**src/rtl/seq_serializer.sv**
```systemverilog
// Parallel-to-serial converter with a one-word skid (hold) register, feeding the
// serial sequence detectors with a gap-free bit stream on x.
module seq_serializer #(
    parameter int unsigned WIDTH     = 8,
    parameter bit          MSB_FIRST = 1'b1
) (
    input  logic             clk,
    input  logic             rst,
    input  logic [WIDTH-1:0] din,
    input  logic             din_valid,
    output logic             din_ready,
    output logic             x,
    output logic             x_valid,
    output logic             frame_end,
    output logic             busy
);

    localparam int unsigned CW = $clog2(WIDTH);
    localparam logic [CW-1:0] CntLast = CW'(WIDTH - 1);

    typedef enum logic {StIdle, StShift} state_e;

    state_e           state_q, state_d;
    logic [WIDTH-1:0] shreg_q, shreg_d;
    logic [WIDTH-1:0] hold_q, hold_d;
    logic             hold_full_q, hold_full_d;
    logic [CW-1:0]    cnt_q, cnt_d;

    logic             accept;
    logic             head;
    logic [WIDTH-1:0] shifted;

    assign din_ready = rst & ~hold_full_q;
    assign accept    = din_valid & din_ready;

    assign head    = MSB_FIRST ? shreg_q[WIDTH-1] : shreg_q[0];
    assign shifted = MSB_FIRST ? {shreg_q[WIDTH-2:0], 1'b0} : {1'b0, shreg_q[WIDTH-1:1]};

    assign x_valid   = (state_q == StShift);
    assign x         = x_valid & head;
    assign frame_end = x_valid & (cnt_q == CntLast);
    assign busy      = x_valid | hold_full_q;

    always_comb begin
        state_d     = state_q;
        shreg_d     = shreg_q;
        hold_d      = hold_q;
        hold_full_d = hold_full_q;
        cnt_d       = cnt_q;
        case (state_q)
            StIdle: begin
                if (accept) begin
                    shreg_d = din;
                    cnt_d   = '0;
                    state_d = StShift;
                end
            end
            StShift: begin
                if (cnt_q != CntLast) begin
                    shreg_d = shifted;
                    cnt_d   = cnt_q + CW'(1);
                    if (accept) begin
                        hold_d      = din;
                        hold_full_d = 1'b1;
                    end
                end else begin
                    // Last bit: reload without a gap, held word first.
                    cnt_d = '0;
                    if (hold_full_q) begin
                        shreg_d = hold_q;
                        if (accept) begin
                            hold_d = din;
                        end else begin
                            hold_full_d = 1'b0;
                        end
                    end else if (accept) begin
                        shreg_d = din;
                    end else begin
                        shreg_d = '0;
                        state_d = StIdle;
                    end
                end
            end
            default: state_d = StIdle;
        endcase
    end

    always_ff @(posedge clk or negedge rst) begin
        if (!rst) begin
            state_q     <= StIdle;
            shreg_q     <= '0;
            hold_q      <= '0;
            hold_full_q <= 1'b0;
            cnt_q       <= '0;
        end else begin
            state_q     <= state_d;
            shreg_q     <= shreg_d;
            hold_q      <= hold_d;
            hold_full_q <= hold_full_d;
            cnt_q       <= cnt_d;
        end
    end

endmodule

```
**config.mk**
```make
export PLATFORM = sky130hd
export DESIGN_NAME = seq_serializer
export DESIGN_NICKNAME = d
export VERILOG_FILES = /design/src/rtl/seq_serializer.sv
export SDC_FILE = /design/constraint.sdc
export NUM_CORES = 1
export LEC_CHECK = 0
export ABC_AREA = 1
export CORE_MARGIN = 4
export CORE_UTILIZATION = 42
export CTS_CLUSTER_DIAMETER = 200
export DETAILED_ROUTE_END_ITERATION = 8
export SYNTH_ARGS = -nofsm -noshare
export SYNTH_HDL_FRONTEND = slang
export SYNTH_SLANG_ARGS = --single-unit
```
**constraint.sdc**
```tcl
create_clock -name clk -period 2.2 [get_ports clk]
set_clock_uncertainty 0.05 [all_clocks]
set_input_delay 0.55 -clock clk [delete_from_list [all_inputs] [get_ports clk]]
set_output_delay 0.55 -clock clk [all_outputs]
set_load 0.05 [all_outputs]
```
* Word level (Yosys, flattened, before mapping)
Cells that the tools add are included.
** Word-level totals
- Input bits :: 11
- Bits in registers :: 21
- Output and inout port bits :: 5
** Operators by class
- Multiplexer cells :: 18
- Reduce and logical (&&, ||, !) cells :: 3
- Add/sub/neg operators :: 1
- Equal/unequal tests :: 4
- Bitwise gates (word level) :: 7
** Operators with widths (count)
- $mux W8 :: 7
- $pmux W8 S2 :: 1
- $mux W1 :: 6
- $mux W3 :: 2
- $pmux W3 S2 :: 1
- $and A1 B1 Y1 :: 4
- $ne A2 B2 Y1 const B :: 2
- $reduce_and A2 Y1 :: 2
- $add A3 B1 Y3 const B :: 1
- $eq A3 B3 Y1 const B :: 1
- $ne A3 B3 Y1 const B :: 1
- $not A1 Y1 :: 2
- $pmux W1 S2 :: 1
- $reduce_bool A2 Y1 :: 1
- $or A1 B1 Y1 :: 1

* Depth between registers and ports, before layout
Gate-level depths: netlist of the first run.
- Depth in word-level cells :: 7
- Mapped depth :: 10
- Gate-level depth less buffers :: 9

* Worst setup path after synthesis of the first run
OpenSTA, ideal clock, no wires.
- Kind :: flip-flop to output port
- Start :: register state_q, in the netlist x_valid
- End :: output port busy
- Stages on the path, launching flop included :: 4
- Setup slack :: 309 ps
- Arrival :: 1291 ps
- Buffers on the path :: 1
- Path through :: dfrtp_1 > buf_4 > inv_1 > nand2_1
** On the way
- Cells in the longest elaborated chain, start to end :: 1
** RTL lines
- from (decl) :: line 23 : state_e state_q, state_d;
- from (signal assigned) :: line 90 : state_q <= StIdle;
- from (signal assigned) :: line 96 : state_q <= state_d;
- $or A1 B1 Y1 :: line 42 : assign busy = x_valid | hold_full_q;
- to (decl) :: line 15 : output logic busy
No other way between the ends.

* Worst setup path after layout of the first run
- Start :: register cnt_q[0]
- End :: output port frame_end
** On the way
- Cells in the longest elaborated chain, start to end :: 2
** RTL lines
- from (decl) :: line 27 : logic [CW-1:0] cnt_q, cnt_d;
- from (signal assigned) :: line 100 : cnt_q <= cnt_d;
- $eq A3 B3 Y1 :: line 41 : assign frame_end = x_valid & (cnt_q == CntLast);
- $and A1 B1 Y1 :: line 41
- to (decl) :: line 14 : output logic frame_end,
No other way between the ends.

==> impl_metrics.env, run 1 <==
export IMPL_syn_mean_instance_area_um2=7.73
export IMPL_hpwl_um=1800
export IMPL_antenna_found_initial=0
export IMPL_synth_warnings=0
export IMPL_period_needed_ns=2.09
export IMPL_stdcell_area_mm2=0.00140
export IMPL_cts_reportedPaths_clkPinSlew_ns=0.13
export IMPL_wl_per_cell_um=11.9
export IMPL_synth_seq_cells=21
export IMPL_cts_root_buf="clkbuf_4"
export IMPL_ant_nets=0
export IMPL_n_antenna_cell=0
export IMPL_tightest_slew_ns=0.488
export IMPL_postCtsSetupRepairBufs=0
export IMPL_irDropWorstVdd_mv=0.788
export IMPL_crit_arrival_ns=1.49
export IMPL_yosys_area_top_type="dfrtp_1"
export IMPL_routabilityCongestion=0.758
export IMPL_required_ns=1.60
export IMPL_vias=931
export IMPL_regToRegStartpoint="cnt_q[0]"
export IMPL_ys_seq_area_share_pct=45.7
export IMPL_cp_end_kind="output port"
export IMPL_fin_crit_sh_pct=94.9
export IMPL_crit_fanout=3
export IMPL_hold_slack_ns=0.445
export IMPL_core_area_mm2=0.00254
export IMPL_outcome="complete, no violations"
export IMPL_synthTopCellsByCount="77 x nand2_1, 21 x dfrtp_1, 12 x inv_1"
export IMPL_dp_cells=195
export IMPL_syn_area_mm2=0.00115
export IMPL_crit_family="flip-flops"
export IMPL_avgViaCountPerCell=4.68
export IMPL_cts_tree="yes"
export IMPL_crit_buf_inv=2
export IMPL_grt_pass1_wl_um=4130
export IMPL_area_growth_pct=22.0
export IMPL_place_ws_ns=0.244
export IMPL_p_per_area_mw_per_mm2=1480
export IMPL_cap_violations=0
export IMPL_r2r_end="hold_q[5]"
export IMPL_layout_setup_ws_ns=0.113
export IMPL_setup_viol=0
export IMPL_ios=16
export IMPL_leakagePower_nw=0.771
export IMPL_cts_sinks=21
export IMPL_die_y_um=60.4
export IMPL_clock_path_buffers=2
export IMPL_crit_top_cell="ha_1"
export IMPL_drt_wl_total_um=2370
export IMPL_place_area_mm2=0.00138
export IMPL_critPathKind="flop to output port"
export IMPL_remaining_drc_errors=0
export IMPL_stdcell_count=199
export IMPL_syn_nets=162
export IMPL_synthFlopType="dfrtp_1"
export IMPL_synthTopCellsByArea="dfrtp_1 46%, nand2_1 25%, nand3_1 4.8%, inv_1 3.9%, nor2_8 3.5%"
export IMPL_cp_start_kind="flop"
export IMPL_timing_fmax_ghz=0.479
export IMPL_rows=18
export IMPL_min_path_type="flop to flop"
export IMPL_reg2regPathDepth=8
export IMPL_synth_top_area_share_pct=45.7
export IMPL_grt_ovfl_total=0
export IMPL_hold_buffers=0
export IMPL_whs_endpoint="shreg_q[2]"
export IMPL_crit_path_start="cnt_q[0]"
export IMPL_die_w_um=60.4
export IMPL_drive_gt1_share_pct=16.6
export IMPL_synth_cells=149
export IMPL_slowest_delay_ns=0.43
export IMPL_die_area_mm2=0.00364
export IMPL_finalSetupTns_ns=0
export IMPL_finalNetCount=183
export IMPL_holdPathStages=2
export IMPL_grt_pass1_vias=928
export IMPL_yosys_cell_count_top_type="nand2_1"
export IMPL_io_buffers=15
export IMPL_slew_violations=0
export IMPL_cp_slowest_cell="dfrtp_1"
export IMPL_clk_latency_ns=0.31
export IMPL_drtPass1Iterations=6
export IMPL_synth_cell_types=19
export IMPL_final_hold_viol_count=0
export IMPL_maxSlewHeadroom_pct=67.4
export IMPL_drtIter0Drc=41
export IMPL_track_usage_pct=15.2
export IMPL_crit_path_cell_trace="ha_1, ha_1, nand2_1, inv_1, buf_12"
export IMPL_r2r_slack_ns=0.49
export IMPL_cts_resized=0
export IMPL_initial_utilization_pct=45.2
export IMPL_htreeDepth=1
export IMPL_cts_made_buffers=3
export IMPL_async_flop_share_pct=100
export IMPL_rsz0062_at_grt="no"
export IMPL_synth_edf_count=0
export IMPL_hold_start="shreg_q[2]"
export IMPL_grt_max_degree=24
-- cell usage in the layout (no fill, tap or decap), types with 4 or more instances in the layout --
cell,synthesis,routed
inv_1,12,12
clkdlybuf4s50_1,0,10
or2_2,4,4
nand2_1,77,77
dfrtp_1,21,21
nand3_1,11,11
buf_4,1,6
-- through the flow --
| step | util (%) | total power (W) |
|---|---|---|
| floorplan | - | 0.00157 |
| global placement | 54.1 | 0.00187 |
| global route | 55.2 | 0.00227 |
| CTS | 55.2 | 0.00209 |
| detailed placement | 54.1 | 0.00190 |
| finish | 55.2 | 0.00208 |
-- layer usage --
metal / vias up / global-route usage [%] / share of wire [%]
li1: 497 / - / -
met1: 421 / 21.2 / 52
met2: 11 / 24.1 / 44
met3: 2 / 2.55 / 3.1
met4: 0 / 5.06 / 0.55
met5: - / 0 / 0
-- tightest hold or removal path: cells and delay by family, from the launching register on --
family	cells	cell delay, ns
flops	1	0.37
simple gates	2	0.10
-- power by group --
group | internal, W | switching (W) | leakage [nW] | total, W
clock network | 0.0000678 | 0.000127 | 0.0177 | 0.000194
logic | 0.000445 | 0.000722 | 0.496 | 0.00117
registers | 0.000575 | 0.000139 | 0.257 | 0.000714
total | 0.00109 | 0.000987 | 0.771 | 0.00208
-- cells by family (layout without fill, tap and decap cells) --
logic type                 Yosys count  after routing  share of synthesized area [%]
and+or+nand+nor                    106            106                           44.5
DFF                                 21             21                           45.7
buffers and inverters               18             38                           6.85
adders and majority gates            2              2                           2.17
AOI/OAI and AO/OA                    2              2                          0.870
-- state kept, by name, indices dropped and copies added (netlist names) --
| register | count |
|---|---|
| shreg_q | 8 |
| x_valid | 1 |
| hold_full_q | 1 |
| cnt_q | 3 |
| hold_q | 8 |
-- worst max path at each step --
stage	cells after the start	to	slack [ns]
global placement	4	din_ready	0.25
global route	5	frame_end	0.02
CTS	5	frame_end	0.1
floorplan	3	busy	0.31
detailed placement	9	shreg_q[4]	0.24
finish	5	frame_end	0.11
-- layout make-up --
type                            instances  area (um2)
Inverter                               15        61.3
Multi-Input combinational cell        110         547
Clock inverter                          1        5.00
Fill cell                             241        1140
Timing Repair Buffer                   19         205
Tap cell                               30        37.5
Sequential cell                        21         526
Clock buffer                            3        22.5
(Power assumes the default switching activity.)
==> inputs of run 2 (changes only) <==
Settings changed: CTS_CLUSTER_SIZE set to 8, PLACE_DENSITY set to 0.78.
Clock period 2.2 ns to 1.7 ns, I/O delays scaled along.
==> run 2 against run 1 <==
Effect of this change:
- the flow now finishes with violations (negative setup slack)
- first-iteration DRC count fell by 51%
- die area stayed put
- setup slack got worse by 0.21 ns
- largest power group unchanged
==> impl_metrics.env, run 2 (synthesis results as in run 1) <==
export IMPL_vias=993
export IMPL_initial_utilization_pct=45.2
export IMPL_hold_slack_ns=0.195
export IMPL_drtPass1Iterations=4
export IMPL_cts_root_buf="clkbuf_4"
export IMPL_clk_latency_ns=0.31
export IMPL_reg2regPathDepth=9
export IMPL_slowest_delay_ns=0.41
export IMPL_n_fill_cell=236
export IMPL_grt_pass1_wl_um=4180
export IMPL_final_hold_viol_count=0
export IMPL_io_buffers=15
export IMPL_maxSlewHeadroom_pct=80.9
export IMPL_crit_fanout=2
export IMPL_tightest_slew_ns=0.286
export IMPL_ios=16
export IMPL_timing_fmax_ghz=0.557
export IMPL_required_ns=1.22
export IMPL_layout_commonest_cell="nand2_1"
export IMPL_finalNetCount=192
export IMPL_p_per_area_mw_per_mm2=1990
export IMPL_n_antenna_cell=0
export IMPL_hpwl_um=1650
export IMPL_wl_per_cell_um=11.8
export IMPL_avgViaCountPerCell=4.77
export IMPL_layout_common_cells="75 x nand2_1, 19 x dfrtp_1, 12 x buf_4, 11 x nand3_1, 10 x inv_1"
export IMPL_drtIter0Drc=20
export IMPL_routabilityCongestion=0.795
export IMPL_htreeDepth=1
export IMPL_clock_path_buffers=2
export IMPL_antenna_found_initial=0
export IMPL_cp_end_kind="output port"
export IMPL_rows=18
export IMPL_slew_violations=0
export IMPL_hold_buffers=0
export IMPL_reg_top3="hold_q x8, shreg_q x8, cnt_q x3"
export IMPL_grt_ovfl_total=0
export IMPL_stdcell_area_mm2=0.00153
export IMPL_ant_nets=0
export IMPL_rsz0062_at_grt="yes"
export IMPL_leakagePower_nw=0.819
export IMPL_grt_pass1_vias=952
export IMPL_min_path_type="input pin to async pin"
export IMPL_outcome="finished, violations left"
export IMPL_cts_reportedPaths_clkPinSlew_ns=0.12
export IMPL_remaining_drc_errors=0
export IMPL_die_w_um=60.4
export IMPL_critPathKind="flop to output port"
export IMPL_cap_violations=0
export IMPL_cp_start_kind="flop"
export IMPL_die_area_mm2=0.00364
export IMPL_r2r_slack_ns=0.15
export IMPL_fin_crit_sh_pct=106
export IMPL_violations="negative setup slack"
export IMPL_cts_tree="yes"
export IMPL_core_area_mm2=0.00254
export IMPL_die_y_um=60.4
export IMPL_cp_slowest_cell="dfrtp_1"
export IMPL_layout_setup_ws_ns=-0.0966
export IMPL_drt_wl_total_um=2450
export IMPL_area_growth_pct=33.2
export IMPL_r2r_end="hold_q[3]"
export IMPL_cts_sinks=21
export IMPL_irDropWorstVdd_mv=1.03
export IMPL_period_needed_ns=1.80
export IMPL_regToRegStartpoint="cnt_q[0]"
export IMPL_setup_viol=1
export IMPL_cts_made_buffers=3
export IMPL_crit_arrival_ns=1.32
export IMPL_crit_path_cell_trace="ha_2, ha_4, nand2_4, inv_4, buf_12"
export IMPL_place_area_mm2=0.00141
export IMPL_drive_gt1_share_pct=24.7
export IMPL_grt_max_degree=24
export IMPL_p_total_w=0.00305
export IMPL_track_usage_pct=15.4
==> run 2: cell type report <==
| cell class | count | area (um2) | area share [%] |
|---|---|---|---|
| multi-input combinational | 110 | 577 | 37.6 |
| sequential | 21 | 528 | 34.4 |
| timing repair buffer | 28 | 300 | 19.6 |
| inverter | 15 | 63.8 | 4.16 |
| tap | 30 | 37.5 | 2.45 |
| clock buffer | 4 | 26.3 | 1.71 |
==> run 2: report_power, final <==
group / internal [W] / total (W) / switching [W] / leakage (nW)
Sequential: 0.000751 / 0.000896 / 0.000145 / 0.255
Clock: 0.0000917 / 0.000252 / 0.000160 / 0.0150
Combinational: 0.000831 / 0.00190 / 0.00107 / 0.549
Total: 0.00167 / 0.00305 / 0.00138 / 0.819
==> run 2: routing by layer <==
metal	global-route usage, %	vias up	share of wire (%)
met4	7.28	0	2.2
met5	0	-	0
li1	-	514	-
met1	19.4	449	46
met3	2.55	10	3.9
met2	25.6	20	48
==> run 2: per-stage QoR <==
stage	setup TNS (ns)	setup WS (ns)	utilization (%)	instances
6_report	-0.0966	-0.0966	60.2	208
5_1_grt	-0.158	-0.158	60.2	208
4_1_cts	-0.100	-0.100	59.0	205
3_5_place_dp	-0.516	-0.0634	55.5	196
3_3_place_gp	-0.542	-0.0743	55.5	196
2_1_floorplan	0	0.138	-	149
==> run 2: critical path: cells and delay by family, from the launching register on <==
family | cells | cell delay, ns
buf+inv | 2 | 0.18
flops | 1 | 0.41
simple gates | 1 | 0.06
fa+ha+maj | 2 | 0.36
==> run 2: how the worst max path moves through the flow <==
| stage | start | slack (ns) | end |
|---|---|---|---|
| after floorplan | x_valid | 0.14 | frame_end |
| after global placement | rst | -0.07 | din_ready |
| after detailed placement | rst | -0.06 | hold_q[6] |
| after CTS | cnt_q[1] | -0.10 | frame_end |
| after global routing | cnt_q[0] | -0.16 | frame_end |
| final | cnt_q[0] | -0.1 | frame_end |
==> run 2: timing repair <==
action / 4_1_cts / 5_1_grt
gates resized for setup: 9 / 3
endpoints found under the setup margin: 3 / 8
pin swaps: 3 / 2
buffers inserted: 5 / 3
==> inputs of run 3 (changes only) <==
Settings changed: PLACE_DENSITY 0.78 to 0.76.
Clock period 1.7 ns to 1.8 ns, I/O delays scaled along.
==> run 3 against run 2 <==
Effect of this change:
- highest routed layer unchanged
- sequential share of layout area is 0.72 points higher
- critical path depth stayed put
- non-clock buffer count decreased by 5
- the run still ends with negative setup slack left
- via count down 3.4%
- critical endpoint unchanged
==> impl_metrics.env, run 3 (synthesis results as in run 1) <==
export IMPL_outcome="finished, violations left"
export IMPL_violations="negative setup slack"
export IMPL_drive_gt1_share_pct=22.0
export IMPL_initial_utilization_pct=45.2
export IMPL_n_antenna_cell=0
export IMPL_hold_buffers=0
export IMPL_leakagePower_nw=0.810
export IMPL_grt_pass1_vias=906
export IMPL_final_hold_viol_count=0
export IMPL_min_path_type="input pin to async pin"
export IMPL_timing_fmax_ghz=0.548
export IMPL_maxSlewHeadroom_pct=81.0
export IMPL_drtPass1Iterations=4
export IMPL_cap_violations=0
export IMPL_area_growth_pct=30.4
export IMPL_reg2regPathDepth=9
export IMPL_n_fill_cell=240
export IMPL_period_needed_ns=1.83
export IMPL_clock_path_buffers=2
export IMPL_place_ws_ns=0.00123
export IMPL_setup_viol=1
export IMPL_drt_wl_total_um=2230
export IMPL_layout_setup_ws_ns=-0.0263
export IMPL_crit_arrival_ns=1.33
export IMPL_cts_reportedPaths_clkPinSlew_ns=0.12
export IMPL_antenna_found_initial=0
export IMPL_cts_tree="yes"
export IMPL_p_total_w=0.00273
export IMPL_cp_start_kind="flop"
export IMPL_p_int_w=0.00150
export IMPL_cts_root_buf="clkbuf_4"
export IMPL_layout_commonest_cell="nand2_1"
export IMPL_hpwl_um=1690
export IMPL_crit_fanout=2
export IMPL_tightest_slew_ns=0.285
export IMPL_critPathKind="flop to output port"
export IMPL_rows=18
export IMPL_vias=959
export IMPL_drtIter0Drc=27
export IMPL_die_w_um=60.4
export IMPL_htreeDepth=1
export IMPL_cts_made_buffers=3
export IMPL_clk_latency_ns=0.30
export IMPL_slew_violations=0
export IMPL_rsz0062_at_grt="yes"
export IMPL_stdcell_area_mm2=0.00150
export IMPL_p_per_area_mw_per_mm2=1820
export IMPL_die_y_um=60.4
export IMPL_swShare_pct=45.3
export IMPL_cts_sinks=21
export IMPL_place_area_mm2=0.00141
export IMPL_layout_common_cells="76 x nand2_1, 19 x dfrtp_1, 11 x inv_1, 11 x nand3_1, 9 x clkdlybuf4s50_1"
export IMPL_hold_slack_ns=0.117
export IMPL_track_usage_pct=14.4
export IMPL_wl_per_cell_um=11.0
export IMPL_comb_power_share_pct=59.1
export IMPL_ant_nets=0
export IMPL_core_area_mm2=0.00254
export IMPL_fin_crit_sh_pct=101
export IMPL_cp_end_kind="output port"
export IMPL_pwr_share_clk_pct=8.3
export IMPL_p_switching_w=0.00124
export IMPL_avgViaCountPerCell=4.72
export IMPL_seqPwrFrac_pct=32.6
export IMPL_grt_pass1_wl_um=3920
export IMPL_reg_top3="hold_q x8, shreg_q x8, cnt_q x3"
export IMPL_finalNetCount=187
export IMPL_die_area_mm2=0.00364
export IMPL_irDropWorstVdd_mv=1.05
export IMPL_grt_max_degree=24
export IMPL_grt_ovfl_total=0
export IMPL_ios=16
export IMPL_remaining_drc_errors=0
export IMPL_io_buffers=15
export IMPL_routabilityCongestion=0.762
export IMPL_required_ns=1.30
run 3: worst paths after layout:
path | start | to | slack, ns
min in group clk | hold_q[6] | hold_q[6] | 0.44
setup / recovery | cnt_q[0] | frame_end | -0.03
setup reg to reg | cnt_q[0] | hold_q[1] | 0.18
hold / removal | rst | shreg_q[6] | 0.12
max in group asynchronous | rst | hold_full_q | 1.34
hold reg to reg | hold_q[6] | hold_q[6] | 0.44
run 3: routing by layer:
metal	global-route usage [%]	up-vias	routed length [um]
met4	3.80	0	19
met2	24.5	20	1060
met1	18.8	432	1050
li1	-	505	-
met5	0	-	0
met3	2.55	2	104
run 3: stage by stage:
| stage | util (%) | TNS, ns | std cells |
|---|---|---|---|
| finish | 59.0 | -0.0263 | 203 |
| global route | 59.0 | -0.100 | 203 |
| CTS | 58.6 | -0.0531 | 202 |
| detailed placement | 55.6 | 0 | 195 |
| global placement | 55.6 | 0 | 195 |
| floorplan | - | 0 | 149 |
run 3: worst max-delay path: stages (launching register included):
cell     delay [ns]
dfrtp_1        0.40
ha_2           0.20
ha_4           0.16
nand2_4        0.08
inv_4          0.04
buf_12         0.13
run 3: power groups by stage:
| stage | combinational [W] | clock [W] | sequential, W |
|---|---|---|---|
| 2_1_floorplan | 0.00107 | 0 | 0.000858 |
| 3_3_place_gp | 0.00149 | 0 | 0.000880 |
| 3_5_place_dp | 0.00153 | 0 | 0.000888 |
| 4_1_cts | 0.00162 | 0.000238 | 0.000893 |
| 5_1_grt | 0.00182 | 0.000261 | 0.000923 |
| 6_report | 0.00161 | 0.000226 | 0.000892 |
run 3: final cells by class:
| class | instances | area, um2 | share of cell area (%) |
|---|---|---|---|
| multi-input cells | 110 | 569 | 37.9 |
| flip-flops and latches | 21 | 528 | 35.2 |
| repair buffers | 23 | 275 | 18.3 |
| inverters | 15 | 63.8 | 4.25 |
| well taps | 30 | 37.5 | 2.50 |
| clock buffers | 3 | 22.5 | 1.50 |
| clock inverters | 1 | 5.00 | 0.333 |
run 3: repair_timing:
action,in CTS,in global routing
setup buffers,3,1
endpoints found under the hold margin,0,0
pin swaps,1,1
resized for setup,9,1
endpoints found under the setup margin,2,2
